[src/rtl/rat_path_pkg.sv]
// Shared types for the maze-path collector: move directions, error codes,
// FSM states and the position-step helper used by the tracker.
package rat_path_pkg;

    // Equal bits move X, differing bits move Y (matches solver ldX/ldY split)
    typedef enum logic [1:0] {
        DIR_XP = 2'b00,
        DIR_YP = 2'b01,
        DIR_YM = 2'b10,
        DIR_XM = 2'b11
    } dir_e;

    typedef enum logic [1:0] {
        ERR_NONE     = 2'b00,
        ERR_OOB      = 2'b01,
        ERR_OVERFLOW = 2'b10,
        ERR_NOT_GOAL = 2'b11
    } err_e;

    typedef enum logic [2:0] {
        S_IDLE,
        S_COLLECT,
        S_CHECK,
        S_READY,
        S_ERROR
    } state_e;

    typedef struct packed {
        logic [31:0] x;
        logic [31:0] y;
        logic        oob;
    } pos_t;

    // One step from (x,y) in direction d on an n x n grid
    function automatic pos_t next_pos(input int x, input int y,
                                      input dir_e d, input int n);
        pos_t p;
        int   nx;
        int   ny;
        nx = x;
        ny = y;
        unique case (d)
            DIR_XP: nx = x + 1;
            DIR_XM: nx = x - 1;
            DIR_YP: ny = y + 1;
            DIR_YM: ny = y - 1;
        endcase
        p.x   = nx;
        p.y   = ny;
        p.oob = (nx < 0) || (nx > n - 1) || (ny < 0) || (ny > n - 1);
        return p;
    endfunction

endpackage

[src/rtl/rat_path_collector_if.sv]
// Move stream (solver -> collector) and host readback port.
// master: solver/host side; slave: the collector.
interface rat_path_collector_if;
    logic       mv_valid;
    logic [1:0] mv_dir;
    logic       mv_last;
    logic       rd_en;
    logic       rd_valid;
    logic [1:0] rd_dir;
    logic       rd_empty;

    modport master (
        output mv_valid, mv_dir, mv_last, rd_en,
        input  rd_valid, rd_dir, rd_empty
    );

    modport slave (
        input  mv_valid, mv_dir, mv_last, rd_en,
        output rd_valid, rd_dir, rd_empty
    );
endinterface

[src/rtl/rat_move_buf.sv]
// DEPTH x 2-bit move store with write/read pointers.
// Ports: clr_i clears pointers, wr_*/rd_* step pointers, rewind_i resets rd.
module rat_move_buf #(
    parameter int DEPTH = 64,
    parameter int PW    = $clog2(DEPTH) + 1
) (
    input  logic          clk,
    input  logic          rst_n,
    input  logic          clr_i,
    input  logic          wr_en_i,
    input  logic [1:0]    wr_dir_i,
    input  logic          rd_en_i,
    input  logic          rewind_i,
    output logic [1:0]    rd_dir_o,
    output logic [PW-1:0] count_o,
    output logic          empty_o,
    output logic          full_o
);
    localparam int AW = PW - 1;

    logic [1:0]    mem_q [DEPTH];
    logic [PW-1:0] wr_ptr_q, wr_ptr_d;
    logic [PW-1:0] rd_ptr_q, rd_ptr_d;

    always_comb begin
        wr_ptr_d = wr_ptr_q;
        rd_ptr_d = rd_ptr_q;
        if (clr_i) begin
            wr_ptr_d = '0;
            rd_ptr_d = '0;
        end else begin
            if (wr_en_i)
                wr_ptr_d = wr_ptr_q + PW'(1);
            if (rewind_i)
                rd_ptr_d = '0;
            else if (rd_en_i)
                rd_ptr_d = rd_ptr_q + PW'(1);
        end
    end

    always_ff @(posedge clk or negedge rst_n) begin
        if (!rst_n) begin
            wr_ptr_q <= '0;
            rd_ptr_q <= '0;
        end else begin
            wr_ptr_q <= wr_ptr_d;
            rd_ptr_q <= rd_ptr_d;
        end
    end

    // Contents are don't-care after reset, so no reset on the array
    always_ff @(posedge clk) begin
        if (wr_en_i && !clr_i)
            mem_q[wr_ptr_q[AW-1:0]] <= wr_dir_i;
    end

    assign rd_dir_o = mem_q[rd_ptr_q[AW-1:0]];
    assign count_o  = wr_ptr_q;
    assign empty_o  = (rd_ptr_q == wr_ptr_q);
    assign full_o   = (wr_ptr_q == PW'(DEPTH));

endmodule

[src/rtl/rat_path_collector.sv]
// Captures the solver's replayed path, tracks position from (0,0), checks
// bounds/goal, then serves moves to a host. Optional: RAT_PATH_REPLAY_EN.
// Ports: clk, rst (async low), start_rx, [replay], io (move/read bus),
//        path_len, cur_x, cur_y, busy, ready, err, err_code.
module rat_path_collector
    import rat_path_pkg::*;
#(
    parameter int N     = 16,
    parameter int DEPTH = 64,
    parameter int CW    = $clog2(N),
    parameter int PW    = $clog2(DEPTH) + 1
) (
    input  logic          clk,
    input  logic          rst,
    input  logic          start_rx,
`ifdef RAT_PATH_REPLAY_EN
    input  logic          replay,
`endif
    rat_path_collector_if.slave io,
    output logic [PW-1:0] path_len,
    output logic [CW-1:0] cur_x,
    output logic [CW-1:0] cur_y,
    output logic          busy,
    output logic          ready,
    output logic          err,
    output logic [1:0]    err_code
);

    state_e        state_q;
    err_e          err_code_q;
    logic [CW-1:0] cur_x_q, cur_x_d;
    logic [CW-1:0] cur_y_q, cur_y_d;
    logic          rd_valid_q;
    logic [1:0]    rd_dir_q;

    pos_t          np;
    logic          oob;
    logic          replay_w;
    logic          in_collect;
    logic          in_ready;
    logic          wr_en;
    logic          rd_go;
    logic          rewind;
    logic [1:0]    buf_dir;
    logic [PW-1:0] count;
    logic          empty;
    logic          full;

`ifdef RAT_PATH_REPLAY_EN
    assign replay_w = replay;
`else
    assign replay_w = 1'b0;
`endif

    // Coordinates that do not fit the register are also out of range
    always_comb begin
        np      = next_pos(int'(cur_x_q), int'(cur_y_q),
                           dir_e'(io.mv_dir), N);
        oob     = np.oob || (|np.x[31:CW]) || (|np.y[31:CW]);
        cur_x_d = np.x[CW-1:0];
        cur_y_d = np.y[CW-1:0];
    end

    // start_rx overrides everything, so it gates all buffer activity
    assign in_collect = (state_q == S_COLLECT) && !start_rx;
    assign in_ready   = (state_q == S_READY) && !start_rx;
    assign wr_en      = in_collect && io.mv_valid && !full && !oob;
    assign rewind     = in_ready && replay_w;
    assign rd_go      = in_ready && io.rd_en && !empty && !replay_w;

    rat_move_buf #(
        .DEPTH (DEPTH),
        .PW    (PW)
    ) u_buf (
        .clk      (clk),
        .rst_n    (rst),
        .clr_i    (start_rx),
        .wr_en_i  (wr_en),
        .wr_dir_i (io.mv_dir),
        .rd_en_i  (rd_go),
        .rewind_i (rewind),
        .rd_dir_o (buf_dir),
        .count_o  (count),
        .empty_o  (empty),
        .full_o   (full)
    );

    always_ff @(posedge clk or negedge rst) begin
        if (!rst) begin
            state_q    <= S_IDLE;
            err_code_q <= ERR_NONE;
            cur_x_q    <= '0;
            cur_y_q    <= '0;
            rd_valid_q <= 1'b0;
            rd_dir_q   <= '0;
        end else begin
            rd_valid_q <= rd_go;
            if (rd_go)
                rd_dir_q <= buf_dir;
            if (start_rx) begin
                state_q    <= S_COLLECT;
                err_code_q <= ERR_NONE;
                cur_x_q    <= '0;
                cur_y_q    <= '0;
            end else begin
                unique case (state_q)
                    S_COLLECT: begin
                        if (io.mv_valid && full) begin
                            state_q    <= S_ERROR;
                            err_code_q <= ERR_OVERFLOW;
                        end else if (io.mv_valid && oob) begin
                            state_q    <= S_ERROR;
                            err_code_q <= ERR_OOB;
                        end else begin
                            if (io.mv_valid) begin
                                cur_x_q <= cur_x_d;
                                cur_y_q <= cur_y_d;
                            end
                            if (io.mv_last)
                                state_q <= S_CHECK;
                        end
                    end
                    S_CHECK: begin
                        if (cur_x_q == CW'(N - 1) &&
                            cur_y_q == CW'(N - 1) &&
                            count != '0) begin
                            state_q <= S_READY;
                        end else begin
                            state_q    <= S_ERROR;
                            err_code_q <= ERR_NOT_GOAL;
                        end
                    end
                    default: ;
                endcase
            end
        end
    end

    assign busy        = (state_q == S_COLLECT) || (state_q == S_CHECK);
    assign ready       = (state_q == S_READY);
    assign err         = (state_q == S_ERROR);
    assign err_code    = err_code_q;
    assign path_len    = count;
    assign cur_x       = cur_x_q;
    assign cur_y       = cur_y_q;
    assign io.rd_valid = rd_valid_q;
    assign io.rd_dir   = rd_dir_q;
    assign io.rd_empty = (state_q == S_READY) && empty;

endmodule
[src/flat_wrapper.sv]
// flat-port wrapper written by rule: the top's interface ports become plain ports
module rat_path_collector_flat import rat_path_pkg::*;
#(
    parameter int N     = 16,
    parameter int DEPTH = 64,
    parameter int CW    = $clog2(N),
    parameter int PW    = $clog2(DEPTH) + 1
)
  (clk, rst, start_rx, path_len, cur_x, cur_y, busy, ready, err, err_code, io_mv_valid, io_mv_dir, io_mv_last, io_rd_en, io_rd_valid, io_rd_dir, io_rd_empty);
  rat_path_collector_if io_i ();
  input  logic clk;
  input  logic rst;
  input  logic start_rx;
  output logic [PW-1:0] path_len;
  output logic [CW-1:0] cur_x;
  output logic [CW-1:0] cur_y;
  output logic busy;
  output logic ready;
  output logic err;
  output logic [1:0] err_code;
  input wire logic [$bits(io_i.mv_valid)-1:0] io_mv_valid;
  input wire logic [$bits(io_i.mv_dir)-1:0] io_mv_dir;
  input wire logic [$bits(io_i.mv_last)-1:0] io_mv_last;
  input wire logic [$bits(io_i.rd_en)-1:0] io_rd_en;
  output wire logic [$bits(io_i.rd_valid)-1:0] io_rd_valid;
  output wire logic [$bits(io_i.rd_dir)-1:0] io_rd_dir;
  output wire logic [$bits(io_i.rd_empty)-1:0] io_rd_empty;
  assign io_i.mv_valid = io_mv_valid;
  assign io_i.mv_dir = io_mv_dir;
  assign io_i.mv_last = io_mv_last;
  assign io_i.rd_en = io_rd_en;
  assign io_rd_valid = io_i.rd_valid;
  assign io_rd_dir = io_i.rd_dir;
  assign io_rd_empty = io_i.rd_empty;
  rat_path_collector #(.N(N), .DEPTH(DEPTH), .CW(CW), .PW(PW)) u_core (.clk(clk), .rst(rst), .start_rx(start_rx), .io(io_i), .path_len(path_len), .cur_x(cur_x), .cur_y(cur_y), .busy(busy), .ready(ready), .err(err), .err_code(err_code));
endmodule
[config.mk]
export PLATFORM = sky130hd
export DESIGN_NAME = rat_path_collector_flat
export DESIGN_NICKNAME = d
export VERILOG_FILES = /design/src/rtl/rat_path_pkg.sv /design/src/rtl/rat_path_collector_if.sv /design/src/rtl/rat_move_buf.sv /design/src/rtl/rat_path_collector.sv /design/src/flat_wrapper.sv
export SDC_FILE = /design/constraint.sdc
export NUM_CORES = 1
export LEC_CHECK = 0
export CORE_MARGIN = 3
export CORE_UTILIZATION = 60
export DETAILED_ROUTE_END_ITERATION = 10
export PLACE_DENSITY = 0.79
export SETUP_SLACK_MARGIN = 0.4
export SLEW_MARGIN = 25
export SYNTH_ARGS = -nofsm -noshare
export SYNTH_HDL_FRONTEND = slang
export SYNTH_HIERARCHICAL = 1
export SYNTH_SLANG_ARGS = --single-unit
[constraint.sdc]
create_clock -name clk -period 3.6 [get_ports clk]
set_input_delay 0.72 -clock clk [delete_from_list [all_inputs] [get_ports clk]]
set_output_delay 0.72 -clock clk [all_outputs]
set_load 0.02 [all_outputs]
==> impl_metrics.ini, run 1 <==
[worst_setup_path]
startpoint_type = input port
r2r_cells = 9
worstPathMaxFanout = 13
reg2reg_from = u_core/cur_y[0]$_DFFE_PN0P_
arrival_ns = 3.08
worstReg2RegEnd = u_core/u_buf/mem_q[62][0]$_DFFE_PP_
rrSetupSlack_ns = 0.64
crit_type = in2reg
critPathRequiredTime_ns = 3.71
endpoint_kind = register

[timing]
slew_viol_final = 0
max_freq_mhz = 336
fin_skew_ns = 0.00894
worstMarginPinSlew_ns = 0.747
finalHoldViolCount = 0
period_needed_ns = 2.97
period_share_pct = 82.6
rsz0062_at_grt = no
setup_viol = 0
tns_ns = 0
hold_slack_ns = 0.504
timing.slew.headroom_pct = 50.2

[drt]
drc = 0
drt-total-wl_um = 16000
vias = 4684
viasPerCell = 6.42
drt_iter0_drc = 602
drt_first_pass_iters = 5
antenna_left = 0
wl_per_cell_um = 21.9

[power_and_ir_drop]
p_leak_nw = 2.88
ir_drop_mv = 0.429
power_density_nw_per_um2 = 514

[global_routing]
antenna_found_initial = 0
top_usage_layer = met2
globalRouteMet1Util_pct = 35.0
grt_util_met2_pct = 38.6
grt_usage_pct = 25.2
gr-usage-met3_pct = 6.27
grt-ovfl-total = 0
grt_max_degree = 57
grt_pass1_vias = 4582
grt_pass1_wl_um = 24900

[yosys]
syn_nets = 555
postSynthAreaPerCell_um2 = 13.6
synthCells = 536
ys_seq_area_share_pct = 62.9
async_flop_share_pct = 19.0
yosysTopAreaCell = edfxtp_1
synth.cell_area_um2 = 7310
yosysWarnings = 6
synth_enable_flop_cells = 128
synthTopCellsByArea = edfxtp_1, dfrtp_1, mux4_2
ys_ff_latch = 158
ys.flop_type = edfxtp_1
synthDistinctLibCells = 64
synth_top_area_share_pct = 52.6

[cts]
clockRootBuffer = clkbuf_16
holdBufCountCts = 0
cts_tree = done
cts-htree-levels = 4
clkLatencyLatePin_ns = 0.42
cts.clk_slew.worst_paths_ns = 0.06
cts.path.max_buffers = 2
cts_sinks = 158
numCtsBuffers = 17

[worst_hold_path]
min_from = u_core/err_code[1]$_DFFE_PN0P_
holdPathEnd = u_core/err_code[1]$_DFFE_PN0P_
min_path_type = reg2reg
worstHoldPathCells = 1

[final_layout]
final_common_cell = edfxtp_1
n_fill_cell = 728
syn2layout_area_growth_pct = 15.2
n_antenna_cell = 0
drive_gt1_share_pct = 18.2
final_cell_mix = edfxtp_1, nor2_1, clkdlybuf4s50_1, dfrtp_1, mux4_2
nets = 593
fin_util_pct = 72.2

[status]
status = finished clean

[die]
io_pins = 32
row_count = 39
die_area_um2 = 13500
die_y_um = 116
start_util_pct = 62.7
die_w_um = 116
core_region_area_um2 = 11700

[placed_design]
hpwl_um = 10500
globalplace.congestion = 0.876
port_buffers = 31

[job]
max_cap_viol_count = 0
registers in the layout, summed over array words and instances (netlist names):
register,cells
u_core/io.rd_dir,2
u_core/u_buf/rd_ptr_q,7
u_core/state_q,3
u_core/io.rd_valid,1
u_core/u_buf/count_o,7
u_core/cur_y,4
u_core/err_code,2
u_core/u_buf/mem_q,128
u_core/cur_x,4
how the worst max path moves through the flow:
stage | start | end | slack, ns
2_1_floorplan | u_core/u_buf/count_o[4]$_DFFE_PN0P_ | u_core/u_buf/mem_q[58][0]$_DFFE_PP_ | 0.50
3_3_place_gp | io_mv_dir[0] | u_core/u_buf/mem_q[59][0]$_DFFE_PP_ | 0.32
3_5_place_dp | io_mv_dir[0] | u_core/u_buf/mem_q[2][1]$_DFFE_PP_ | 0.14
4_1_cts | u_core/u_buf/count_o[1]$_DFFE_PN0P_ | io_rd_empty | 0.41
5_1_grt | io_mv_dir[1] | u_core/u_buf/mem_q[62][0]$_DFFE_PP_ | 0.46
6_report | io_mv_dir[0] | u_core/u_buf/mem_q[62][0]$_DFFE_PP_ | 0.63
metal layers:
metal / up-vias / routed length, um
met1: 2298 / 6490
li1: 2085 / -
met2: 266 / 7670
met3: 35 / 1380
met5: - / 0
met4: 0 / 432
Yosys cell counts (5+ instances only):
cell type,instances
nor2_1,92
a21oi_1,14
dfrtp_1,30
nand4_1,9
nand3_1,8
xnor2_1,8
nand2b_1,7
inv_1,18
edfxtp_1,128
mux2i_1,19
or3_1,8
ha_1,11
o21ai_0,13
mux4_2,28
nand2_1,24
xor2_1,7
buf_2,6
or2_2,5
clkbuf_1,19
nor3_1,11
kinds of logic (layout without fill, tap and decap cells):
kind of cell / after synthesis / in the layout / synth area share [%]
simple gates: 187 / 187 / 12.4
buf+inv: 51 / 102 / 3.08
fa+ha+maj: 11 / 11 / 1.88
mux: 49 / 49 / 11.5
compound gates: 64 / 64 / 6.35
other cells: 1 / 1 / 0.0513
xor+xnor: 15 / 15 / 1.80
flops: 158 / 158 / 62.9
what timing repair did:
action / CTS / global route
endpoints found under the setup margin: 0 / 45
resized for setup: 0 / 7
buffers inserted: 0 / 1
power breakdown:
part           leakage, nW  total [mW]  switching (mW)  internal [mW]
Sequential            1.56        2.05          0.0422           2.01
Clock                0.295        1.83           0.730           1.10
Combinational         1.03       0.437           0.252          0.186
Total                 2.88        4.32            1.02           3.30
critical path, cell delays in order:
cell and delay [ns]:
buf_2 0.21, inv_1 0.11, ha_1 0.37, a31oi_2 0.22, nand3_2 0.16, nor3_1 0.24, buf_4 0.24, nand2_1 0.07
or3_1 0.48, nor2_1 0.27
area by class of cell:
| type | count | area [um2] | share of cell area [%] |
|---|---|---|---|
| inverters | 19 | 71.3 | 0.847 |
| multi-input cells | 327 | 2510 | 29.8 |
| flip-flops and latches | 158 | 4600 | 54.6 |
| clock inverters | 14 | 181 | 2.15 |
| well taps | 143 | 179 | 2.13 |
| clock buffers | 18 | 429 | 5.10 |
| repair buffers | 51 | 453 | 5.38 |
per-stage QoR:
step	area, um2	total power, mW	cells	setup slack, ns
after floorplan	7310	2.34	536	0.496
after global placement	7780	2.51	697	0.317
after detailed placement	7780	2.52	697	0.140
after global routing	8420	4.46	730	0.455
after CTS	8390	4.34	729	0.407
final	8420	4.32	730	0.626
Note: power is estimated with default switching activity, not from simulation.
==> inputs of run 2 (changes only) <==
- clock period: 3.6 -> 2.8 ns (I/O delays scaled with it)
==> run 2 against run 1 <==
  * Total power up 28%
  * Highest routed layer unchanged
  * Combinational power up 58%
  * Critical path depth up 2
  * Global-route usage up 1.3 points
  * Hold slack better by 0.0045 ns
  * Final area up 11%
  * Sequential cell count unchanged
  * Core utilization up 7.7 points
  * Cell count up 4.2%
  * Non-clock buffer count up 31
  * Worst setup slack worse by 0.32 ns
==> impl_metrics.ini, run 2 (synthesis gave the netlist of run 1 again) <==
[worst_setup_path]
crit_type = reg2reg
endpoint_kind = register
r2r_cells = 12
worstPathMaxFanout = 7
startpoint_type = register
reg2reg_from = u_core/u_buf/count_o[1]$_DFFE_PN0P_
worstReg2RegEnd = u_core/u_buf/mem_q[11][0]$_DFFE_PP_
rrSetupSlack_ns = 0.30
arrival_ns = 2.63
critPathRequiredTime_ns = 2.93

[worst_hold_path]
holdPathEnd = u_core/err_code[1]$_DFFE_PN0P_
min_from = u_core/err_code[1]$_DFFE_PN0P_
worstHoldPathCells = 1
min_path_type = reg2reg

[drt]
wl_per_cell_um = 23.6
drt_iter0_drc = 522
viasPerCell = 6.47
antenna_left = 0
drt_first_pass_iters = 5
drc = 0
vias = 4923
drt-total-wl_um = 17900

[cts]
clockRootBuffer = clkbuf_16
cts.clk_slew.worst_paths_ns = 0.06
cts_tree = done
clkLatencyLatePin_ns = 0.42
cts-htree-levels = 4
cts_sinks = 158
numCtsBuffers = 17
holdBufCountCts = 0
cts.path.max_buffers = 2

[power_and_ir_drop]
p_sw_share_pct = 24.1
p_comb_share_pct = 12.5
power_density_nw_per_um2 = 593
clockPowerShare_pct = 39.7
p_seq_share_pct = 47.8
ir_drop_mv = 0.505
p_leak_nw = 3.05
p_sw_mw = 1.33
finalPower_mw = 5.52
p_int_mw = 4.19

[die]
die_y_um = 116
core_region_area_um2 = 11700
start_util_pct = 62.7
die_w_um = 116
row_count = 39
die_area_um2 = 13500
io_pins = 32

[final_layout]
drive_gt1_share_pct = 37.7
final_cell_mix = edfxtp_1, nor2_4, buf_4
n_antenna_cell = 0
syn2layout_area_growth_pct = 27.4
n_fill_cell = 628
final_common_cell = edfxtp_1
finalNonFillerCells = 761
nets = 624
largest_reg_flops = 128

[job]
max_cap_viol_count = 0

[timing]
fin_skew_ns = 0.00802
finalHoldViolCount = 0
slew_viol_final = 0
period_share_pct = 89.2
timing.slew.headroom_pct = 31.8
hold_slack_ns = 0.508
worstMarginPinSlew_ns = 1.02
rsz0062_at_grt = yes
period_needed_ns = 2.50
max_freq_mhz = 400
setup_viol = 0

[status]
status = finished clean

[global_routing]
grt_pass1_vias = 4769
grt_pass1_wl_um = 26200
grt_max_degree = 40
grt_usage_pct = 26.6
grt-ovfl-total = 0
antenna_found_initial = 0

[placed_design]
port_buffers = 31
globalplace.congestion = 0.903
dp_cells = 709
hpwl_um = 11300
run 2: changes by cell type in the layout (fill, tap and decap cells not counted), sizes merged, moves of 2 or more:
cell | previous run | this run
clkbuf | 18 | 22
dlygate4sd2 | 0 | 2
clkdlybuf4s50 | 28 | 25
inv | 24 | 20
clkinvlp | 2 | 4
buf | 22 | 53
run 2: final cells by class:
type	instances	area, um2	area share [%]
clock buffers	21	440	4.73
repair buffers	82	761	8.17
multi-input cells	327	3130	33.6
clock inverters	11	119	1.28
flip-flops and latches	158	4610	49.5
inverters	19	76.3	0.820
well taps	143	179	1.92
run 2: metal layers:
layer / wire length [um] / track usage (%) / share of wire, % / up-vias
li1: - / - / - / 2148
met3: 981 / 5.80 / 5.5 / 33
met5: 0 / 0 / 0 / -
met1: 7120 / 34.7 / 40 / 2534
met4: 343 / 10.1 / 1.9 / 0
met2: 9500 / 44.0 / 53 / 208
run 2: critical path: stages (launching register included):
cell	delay, ns
dfrtp_2	0.44
buf_6	0.13
inv_4	0.04
ha_4	0.15
nand2_4	0.06
nor3_4	0.05
a31oi_4	0.20
nand3_4	0.11
nor3_4	0.24
nand2_1	0.14
or3_4	0.36
buf_12	0.16
nor2_4	0.12
run 2: power groups by stage:
stage          sequential [mW]  clock, mW  combinational [mW]
2_1_floorplan             2.71          0               0.332
3_3_place_gp              2.69          0               0.582
3_5_place_dp              2.69          0               0.603
4_1_cts                   2.64       2.22               0.634
5_1_grt                   2.65       2.31               0.735
6_report                  2.64       2.20               0.690
run 2: worst max-delay path by stage:
stage | from | cells after the start | slack (ns) | to
after floorplan | u_core/u_buf/count_o[1]$_DFFE_PN0P_ | 12 | 0.28 | u_core/u_buf/mem_q[50][0]$_DFFE_PP_
after global placement | io_mv_dir[0] | 11 | 0.08 | u_core/u_buf/mem_q[51][0]$_DFFE_PP_
after detailed placement | io_mv_dir[0] | 10 | -0.06 | u_core/u_buf/mem_q[16][1]$_DFFE_PP_
after CTS | u_core/u_buf/count_o[5]$_DFFE_PN0P_ | 5 | 0.29 | io_rd_empty
after global routing | u_core/u_buf/count_o[1]$_DFFE_PN0P_ | 12 | 0.26 | u_core/u_buf/mem_q[11][0]$_DFFE_PP_
final | u_core/u_buf/count_o[1]$_DFFE_PN0P_ | 12 | 0.30 | u_core/u_buf/mem_q[11][0]$_DFFE_PP_
run 2: timing repair:
action / in CTS / in global routing
pin swaps: 5 / 35
endpoints found under the setup margin: 104 / 134
cloned: 0 / 1
setup buffers: 9 / 10
resized for setup: 36 / 101
run 2: through the flow:
stage,instance area (um2),utilization [%],setup slack (ns),setup TNS (ns)
final,9310,79.9,0.302,0
after global routing,9310,79.9,0.259,0
after CTS,8810,75.5,0.293,0
after detailed placement,8070,69.2,-0.0589,-0.469
after global placement,8070,69.2,0.0759,0
after floorplan,7600,-,0.280,0
==> inputs of run 3 (changes only) <==
- clock period: 2.8 -> 2.35 ns (I/O delays scaled with it)
==> run 3 against run 2 <==
  * Core utilization is 7.5 points higher
  * Combinational power is 71% higher
  * The run now ends with negative setup slack left
  * Final area is 9.4% higher
  * Clock skew is 0.015 ns higher
  * Routed wire length is 30% higher
  * Cell count is 7.6% higher
  * Critical endpoint is now u_core/u_buf/mem_q[23][0]$_DFFE_PP_
  * Largest cell class unchanged
  * Via count is 15% higher
  * Worst setup slack worse by 0.45 ns
==> impl_metrics.ini, run 3 (synthesis gave the netlist of run 1 again) <==
[timing]
slew_viol_final = 0
setup_slack_ns = -0.151
worstMarginPinSlew_ns = 1.03
finalHoldViolCount = 0
timing.slew.headroom_pct = 30.5
rsz0062_at_grt = yes
fin_skew_ns = 0.0227
period_needed_ns = 2.50
setup_viol = 105
max_freq_mhz = 400
period_share_pct = 106

[cts]
cts.path.max_buffers = 2
numCtsBuffers = 17
clkLatencyLatePin_ns = 0.43
cts_sinks = 158
cts_tree = done
clockRootBuffer = clkbuf_16
cts-htree-levels = 4
holdBufCountCts = 0
cts.clk_slew.worst_paths_ns = 0.06

[final_layout]
syn2layout_area_growth_pct = 39.4
drive_gt1_share_pct = 48.8
stdcell_area_um2 = 10200
final_cell_mix = edfxtp_1, buf_4, nor2_4
n_antenna_cell = 0
nets = 682
largest_reg_flops = 128
final_common_cell = edfxtp_1
n_fill_cell = 466
multi_input_area_um2 = 3400
seqCellArea_um2 = 4610

[die]
die_w_um = 116
die_y_um = 116
start_util_pct = 62.7
die_area_um2 = 13500
core_region_area_um2 = 11700
io_pins = 32
row_count = 39

[drt]
viasPerCell = 6.93
wl_per_cell_um = 28.4
drt-total-wl_um = 23300
drt_first_pass_iters = 5
drc = 0
drt_iter0_drc = 987
vias = 5675
antenna_left = 0

[power_and_ir_drop]
p_sw_share_pct = 26.0
p_leak_nw = 3.52
p_sw_mw = 1.82
p_seq_share_pct = 44.6
finalPower_mw = 7.01
p_int_mw = 5.19
p_comb_share_pct = 16.8
ir_drop_mv = 0.904
power_density_nw_per_um2 = 688
clockPowerShare_pct = 38.6

[worst_setup_path]
crit_type = reg2reg
arrival_ns = 2.63
endpoint_kind = register
startpoint_type = register
worstPathMaxFanout = 7
critPathRequiredTime_ns = 2.47

[global_routing]
grt_pass1_vias = 5393
grt-ovfl-total = 0
antenna_found_initial = 0
grt_max_degree = 61
grt_pass1_wl_um = 31800
grt_usage_pct = 32.6

[placed_design]
globalplace.congestion = 0.884
placed_cell_area_um2 = 8440
hpwl_um = 11900
port_buffers = 31

[worst_hold_path]
min_path_type = in2reg

[job]
max_cap_viol_count = 0

[status]
status = complete, but fails checks
violations = negative setup slack
run 3: cell count changes in the layout (fill, tap and decap cells not counted), sizes merged:
cell	previous run	this run
buf	53	114
bufbuf	0	1
clkbuf	22	17
clkinvlp	4	6
clkdlybuf4s50	25	10
clkinv	4	6
dlygate4sd2	2	14
run 3: final timing paths:
kind,from,to,slack [ns],cells after the start
max in group asynchronous,rst,u_core/u_buf/count_o[3]$_DFFE_PN0P_,1.55,2
min in group asynchronous,rst,u_core/cur_x[0]$_DFFE_PN0P_,0.45,2
worst min register to register,u_core/io.rd_dir[1]$_DFFE_PN0P_,u_core/io.rd_dir[1]$_DFFE_PN0P_,0.52,1
worst min-delay path,io_mv_dir[1],u_core/u_buf/mem_q[43][1]$_DFFE_PP_,0.31,1
worst max-delay path,u_core/u_buf/count_o[1]$_DFFE_PN0P_,u_core/u_buf/mem_q[23][0]$_DFFE_PP_,-0.15,11
worst max register to register,u_core/u_buf/count_o[1]$_DFFE_PN0P_,u_core/u_buf/mem_q[23][0]$_DFFE_PP_,-0.15,11
run 3: final cells by class:
type                    instances  area share (%)
clock inverters                15            1.45
inverters                      19           0.774
repair buffers                140            13.2
clock buffers                  17            4.18
flip-flops and latches        158            45.3
well taps                     143            1.76
multi-input cells             327            33.4
run 3: worst max-delay path, stage by stage, from the launching register on:
cell and delay [ns]:
dfrtp_2 0.46, inv_4 0.06, ha_4 0.17, nand2_4 0.06, nor3_4 0.06, a31oi_4 0.21
nand3_4 0.12, nor3_4 0.22, buf_6 0.16, nand4_1 0.15, or2_4 0.38, nor2_4 0.15
run 3: stage by stage:
step	setup TNS, ns	hold WS (ns)	util (%)	setup slack [ns]	std cells
6_report	-6.87	0.307	87.3	-0.151	819
5_1_grt	-15.12	0.305	87.3	-0.196	819
4_1_cts	-0.493	0.289	83.2	-0.0342	799
3_5_place_dp	-32.75	0.499	72.4	-0.386	745
3_3_place_gp	-19.19	0.492	72.4	-0.255	745
2_1_floorplan	-4.25	0.174	-	-0.169	536
run 3: metal layers:
layer	up-vias	part of all wire, %	track usage [%]
li1	2266	-	-
met1	2873	36	42.0
met2	447	50	52.9
met3	89	9.8	10.1
met4	0	3.7	11.5
met5	-	0	0
run 3: what timing repair did:
action                                  in CTS  in global routing
pin swaps                                   43                 43
gates cloned                                 2                  0
resized for setup                          150                 72
setup buffers                               20                 20
endpoints found under the setup margin     161                161
run 3: power by group through the flow:
stage | combinational, mW | clock (mW) | sequential, mW
2_1_floorplan | 0.399 | 0 | 3.23
3_3_place_gp | 0.776 | 0 | 3.18
3_5_place_dp | 0.803 | 0 | 3.18
4_1_cts | 0.891 | 2.69 | 3.12
5_1_grt | 1.23 | 2.83 | 3.13
6_report | 1.18 | 2.70 | 3.12
==> variant 1 (config.mk and constraints of run 1) <==
The 5 states of `state_e` get a one-hot encoding in 5 bits.
--- a/src/rtl/rat_path_pkg.sv
+++ b/src/rtl/rat_path_pkg.sv
@@ -19,8 +19,8 @@
 
-    typedef enum logic [2:0] {
-        S_IDLE,
-        S_COLLECT,
-        S_CHECK,
-        S_READY,
-        S_ERROR
+    typedef enum logic [4:0] {
+        S_IDLE    = 5'b00001,
+        S_COLLECT = 5'b00010,
+        S_CHECK   = 5'b00100,
+        S_READY   = 5'b01000,
+        S_ERROR   = 5'b10000
     } state_e;
Behaviour: no difference found for any inputs over 10 cycles, from zero or initial values and one cycle with rst low; not proved beyond that.
==> variant 1 against run 1 <==
Area after synthesis grew 1.3%. Global-route usage grew 0.48 points. Setup slack lost 170 ps. Design area grew 1.8%. Sequential cell count grew 2. Die area grew 1.2%. Routed wire length grew 2.6%. Largest cell class unchanged.
Power is not compared: it rests on default switching activity, and its combinational part moved more than twofold at a synthesized area within 25%.
==> variant 1: results (changes against run 1) <==
status: "completed"
max_freq_mhz: 318  # -5.5%
crit_path_max_incr_delay_ps: 460  # -20 ps
grt_pass1_vias: 4850  # +5.8%
clock_skew_ps: 7.22  # -1.73 ps
setup.worst_path.start: "u_core/u_buf/count_o[0]"
post-dp-hpwl_mm: 10.6  # +0.12%
ys_seq_area_share_pct: 62.8  # -0.11 points
nFillCells: 740  # +1.6%
ff2ff_path_depth: 12  # +3
place_ws_ps: 71.8  # -68.6 ps
async_reset_ff_share_pct: 20.0  # +1.0 points
drt_iter0_drc: 745  # +24%
critPathSlowestCell: "or4_4"
fin_nets: 614  # +3.5%
syn_area_per_cell_um2: 13.4  # -1.8%
ys_types: 63  # -1.6%
fin_cells: 751  # +2.9%
grtUsageMet1_pct: 34.3  # -0.67 points
use_met2_pct: 40.5  # +2.0 points
use_met3_pct: 6.79  # +0.52 points
hold_path_end: "u_core/io.rd_dir[0]"
synth_area_leaders: "edfxtp_1 (52%), dfrtp_1 (10%), mux4_2 (8.5%)"
worstHoldStart: "u_core/io.rd_dir[0]"
dp_cells: 718  # +3.0%
drt_first_pass_iters: 6  # +1
hold_slack_ps: 492  # -11.5 ps
wl_met3_mm: 1.49  # +7.6%
routabilityCongestion: 0.889  # +1.6%
viasPerCell: 6.53  # +1.8%
wire_per_inst_um: 21.8  # -0.25%
==> variant 1: cell types whose count changed after synthesis, moves of 3 or more <==
cell      before  now
nor4_1         2    6
nand2_1       24   30
o21ai_0       13    9
o21ai_1        0    6
nand2b_1       7    4
==> variant 1: kinds of logic (layout without fill, tap and decap cells) <==
| family | Yosys count | after routing | synth area share (%) |
|---|---|---|---|
| muxes | 48 | 48 | 11.3 |
| AOI/OAI and AO/OA | 67 | 67 | 6.03 |
| DFF | 160 | 160 | 62.8 |
| and+or+nand+nor | 199 | 199 | 13.2 |
| adders and majority gates | 11 | 11 | 1.86 |
| xor gates and xnor gates | 15 | 15 | 1.77 |
| other | 1 | 1 | 0.0507 |
| buffers and inverters | 52 | 107 | 3.08 |
==> variant 1: area by class of cell <==
cell class / count / share of cell area, %
Timing Repair Buffer: 56 / 5.69
Clock inverter: 14 / 2.35
Inverter: 19 / 0.832
Clock buffer: 18 / 5.01
Multi-Input combinational cell: 341 / 29.8
Tap cell: 143 / 2.09
Sequential cell: 160 / 54.2
==> variant 2 (flow settings as in run 1) <==
Made on the original files. `DEPTH` is set to 64 in 3 places; all go to 128.
--- a/src/rtl/rat_move_buf.sv
+++ b/src/rtl/rat_move_buf.sv
@@ -3,3 +3,3 @@
 module rat_move_buf #(
-    parameter int DEPTH = 64,
+    parameter int DEPTH = 128,
     parameter int PW    = $clog2(DEPTH) + 1
--- a/src/rtl/rat_path_collector.sv
+++ b/src/rtl/rat_path_collector.sv
@@ -8,3 +8,3 @@
     parameter int N     = 16,
-    parameter int DEPTH = 64,
+    parameter int DEPTH = 128,
     parameter int CW    = $clog2(N),
--- a/src/flat_wrapper.sv
+++ b/src/flat_wrapper.sv
@@ -4,3 +4,3 @@
     parameter int N     = 16,
-    parameter int DEPTH = 64,
+    parameter int DEPTH = 128,
     parameter int CW    = $clog2(N),
Ports: changed (resized path_len); port bits go from 32 to 33. No check against the original RTL was run, so the function may have changed too.
==> variant 2 against run 1 <==
Routed wire length up 73%. Synthesized cell count up 43%. Design area up 67%. Setup slack worse by 150 ps. Total power up 53%. Area after synthesis up 71%. Global-route usage up 0.29 points. Sequential cell count up 130. Sequential power up 80%. Critical path depth down 5. Worst hold slack better by 61 ps. Clock skew up 4.3 ps. Cell count up 52%.
==> variant 2: results (changes against run 1) <==
status: "completed"
cts_buffer_depth: 3  # +1
grt_pass1_vias: 7514  # +64%
hold-path-cell-count: 2  # +1
worst-path-max-fanout: 11  # -2
ys_types: 47  # -27%
fin_nets: 841  # +42%
reg2reg_to: "u_core/u_buf/mem_q[64][0]"
cp_data_arrival_time_ps: 2400  # -680 ps
grt_start_max_net_pins: 105  # +84%
viasPerCell: 6.47  # +0.76%
postCtsSetupBuffers: 1  # +1
wl_met3_mm: 2.44  # +77%
use_met2_pct: 43.1  # +4.5 points
syn_inst: 768  # +43%
synthTopCellsByCount: "edfxtp_1 (256), nor2_1 (149), mux4_2 (84), nand2_1 (33), dfrtp_1 (32)"
p_sw_w: 0.00137  # +34%
clk_latency_ps: 540  # +120 ps
wl_met1_mm: 10.3  # +58%
place.port_buffers: 32  # +3.2%
dp_cells: 1060  # +52%
r2r_slack_ps: 620  # -20 ps
largest_reg_flops: 256  # +100%
hold_path_end: "u_core/io.rd_dir[1]"
wire_per_inst_um: 24.9  # +14%
worstHoldStart: "u_core/io.rd_dir[1]"
use_met3_pct: 3.94  # -2.3 points
ys_seq_area_share_pct: 68.1  # +5.2 points
vdd_drop_max_v: 0.000378  # -12%
drt_iter0_drc: 783  # +30%
ff2ff_path_depth: 11  # +2
synth_fp_nets: 787  # +42%
synth_edf_count: 256  # +100%
grt_pass1_wl_mm: 43.4  # +74%
r2r_start: "u_core/u_buf/count_o[4]"
nFillCells: 1280  # +76%
synth_area_leaders: "edfxtp_1 (62%), mux4_2 (15%), dfrtp_1 (6.4%)"
clock_skew_ps: 13.3  # +4.33 ps
max_slew_margin_pct: 33.5  # -17 points
placed_cell_area_um2: 13200  # +70%
async_reset_ff_share_pct: 11.1  # -7.9 points
htreeDepth: 1  # -3
post-dp-hpwl_mm: 17.2  # +63%
ys.flop_type: "edfxtp_1"
hold_slack_ps: 565  # +61.1 ps
leakagePower_nw: 4.37  # +51%
wl_met2_mm: 14.2  # +85%
combPwrFrac_pct: 3.9  # -6.2 points
cts_made_buffers: 29  # +12
p_clk_w: 0.00267  # +46%
vias: 7183  # +53%
routabilityCongestion: 0.850  # -3.0%
grtUsageMet1_pct: 35.2  # +0.21 points
drive_above_1_share_pct: 20.9  # +2.7 points
-- variant 2: logic make-up after synthesis --
family	after synthesis	share of synthesized area, %
AOI/OAI and AO/OA	42	2.21
xor gates and xnor gates	18	1.26
adders and majority gates	11	1.10
buffers and inverters	57	1.99
DFF	288	68.1
muxes	92	15.8
other	1	0.0301
and+or+nand+nor	259	9.48
-- variant 2: worst max-delay path: stages (launching register included) --
cell and delay, ps:
dfrtp_4 620, xnor2_1 190, nand4_1 120, nor2_1 200
and2_1 160, clkdlybuf4s50_1 600
-- variant 2: metrics by stage --
stage | util [%] | total power, W | worst slack (ps)
floorplan | - | 0.00387 | 425
global placement | 65.2 | 0.00398 | 321
detailed placement | 65.2 | 0.00400 | 240
CTS | 69.3 | 0.00664 | 458
global route | 69.3 | 0.00680 | 401
finish | 69.3 | 0.00660 | 476
-- variant 2: how the worst max path moves through the flow --
| stage | startpoint | endpoint | slack, ps |
|---|---|---|---|
| 2_1_floorplan | u_core/u_buf/count_o[3] | u_core/u_buf/mem_q[110][0] | 430 |
| 3_3_place_gp | io_mv_valid | u_core/u_buf/mem_q[127][0] | 320 |
| 3_5_place_dp | io_mv_valid | u_core/u_buf/mem_q[15][0] | 240 |
| 4_1_cts | u_core/u_buf/rd_ptr_q[0] | io_rd_empty | 460 |
| 5_1_grt | u_core/u_buf/rd_ptr_q[0] | io_rd_empty | 400 |
| 6_report | u_core/u_buf/rd_ptr_q[0] | io_rd_empty | 480 |
-- variant 2: cell type report --
cell class | count | area (µm²) | area share [%]
multi-input cells | 423 | 3750 | 26.6
repair buffers | 65 | 604 | 4.29
inverters | 15 | 56.3 | 0.400
clock buffers | 35 | 758 | 5.39
clock inverters | 15 | 73.8 | 0.524
flip-flops and latches | 288 | 8500 | 60.4
well taps | 270 | 338 | 2.40
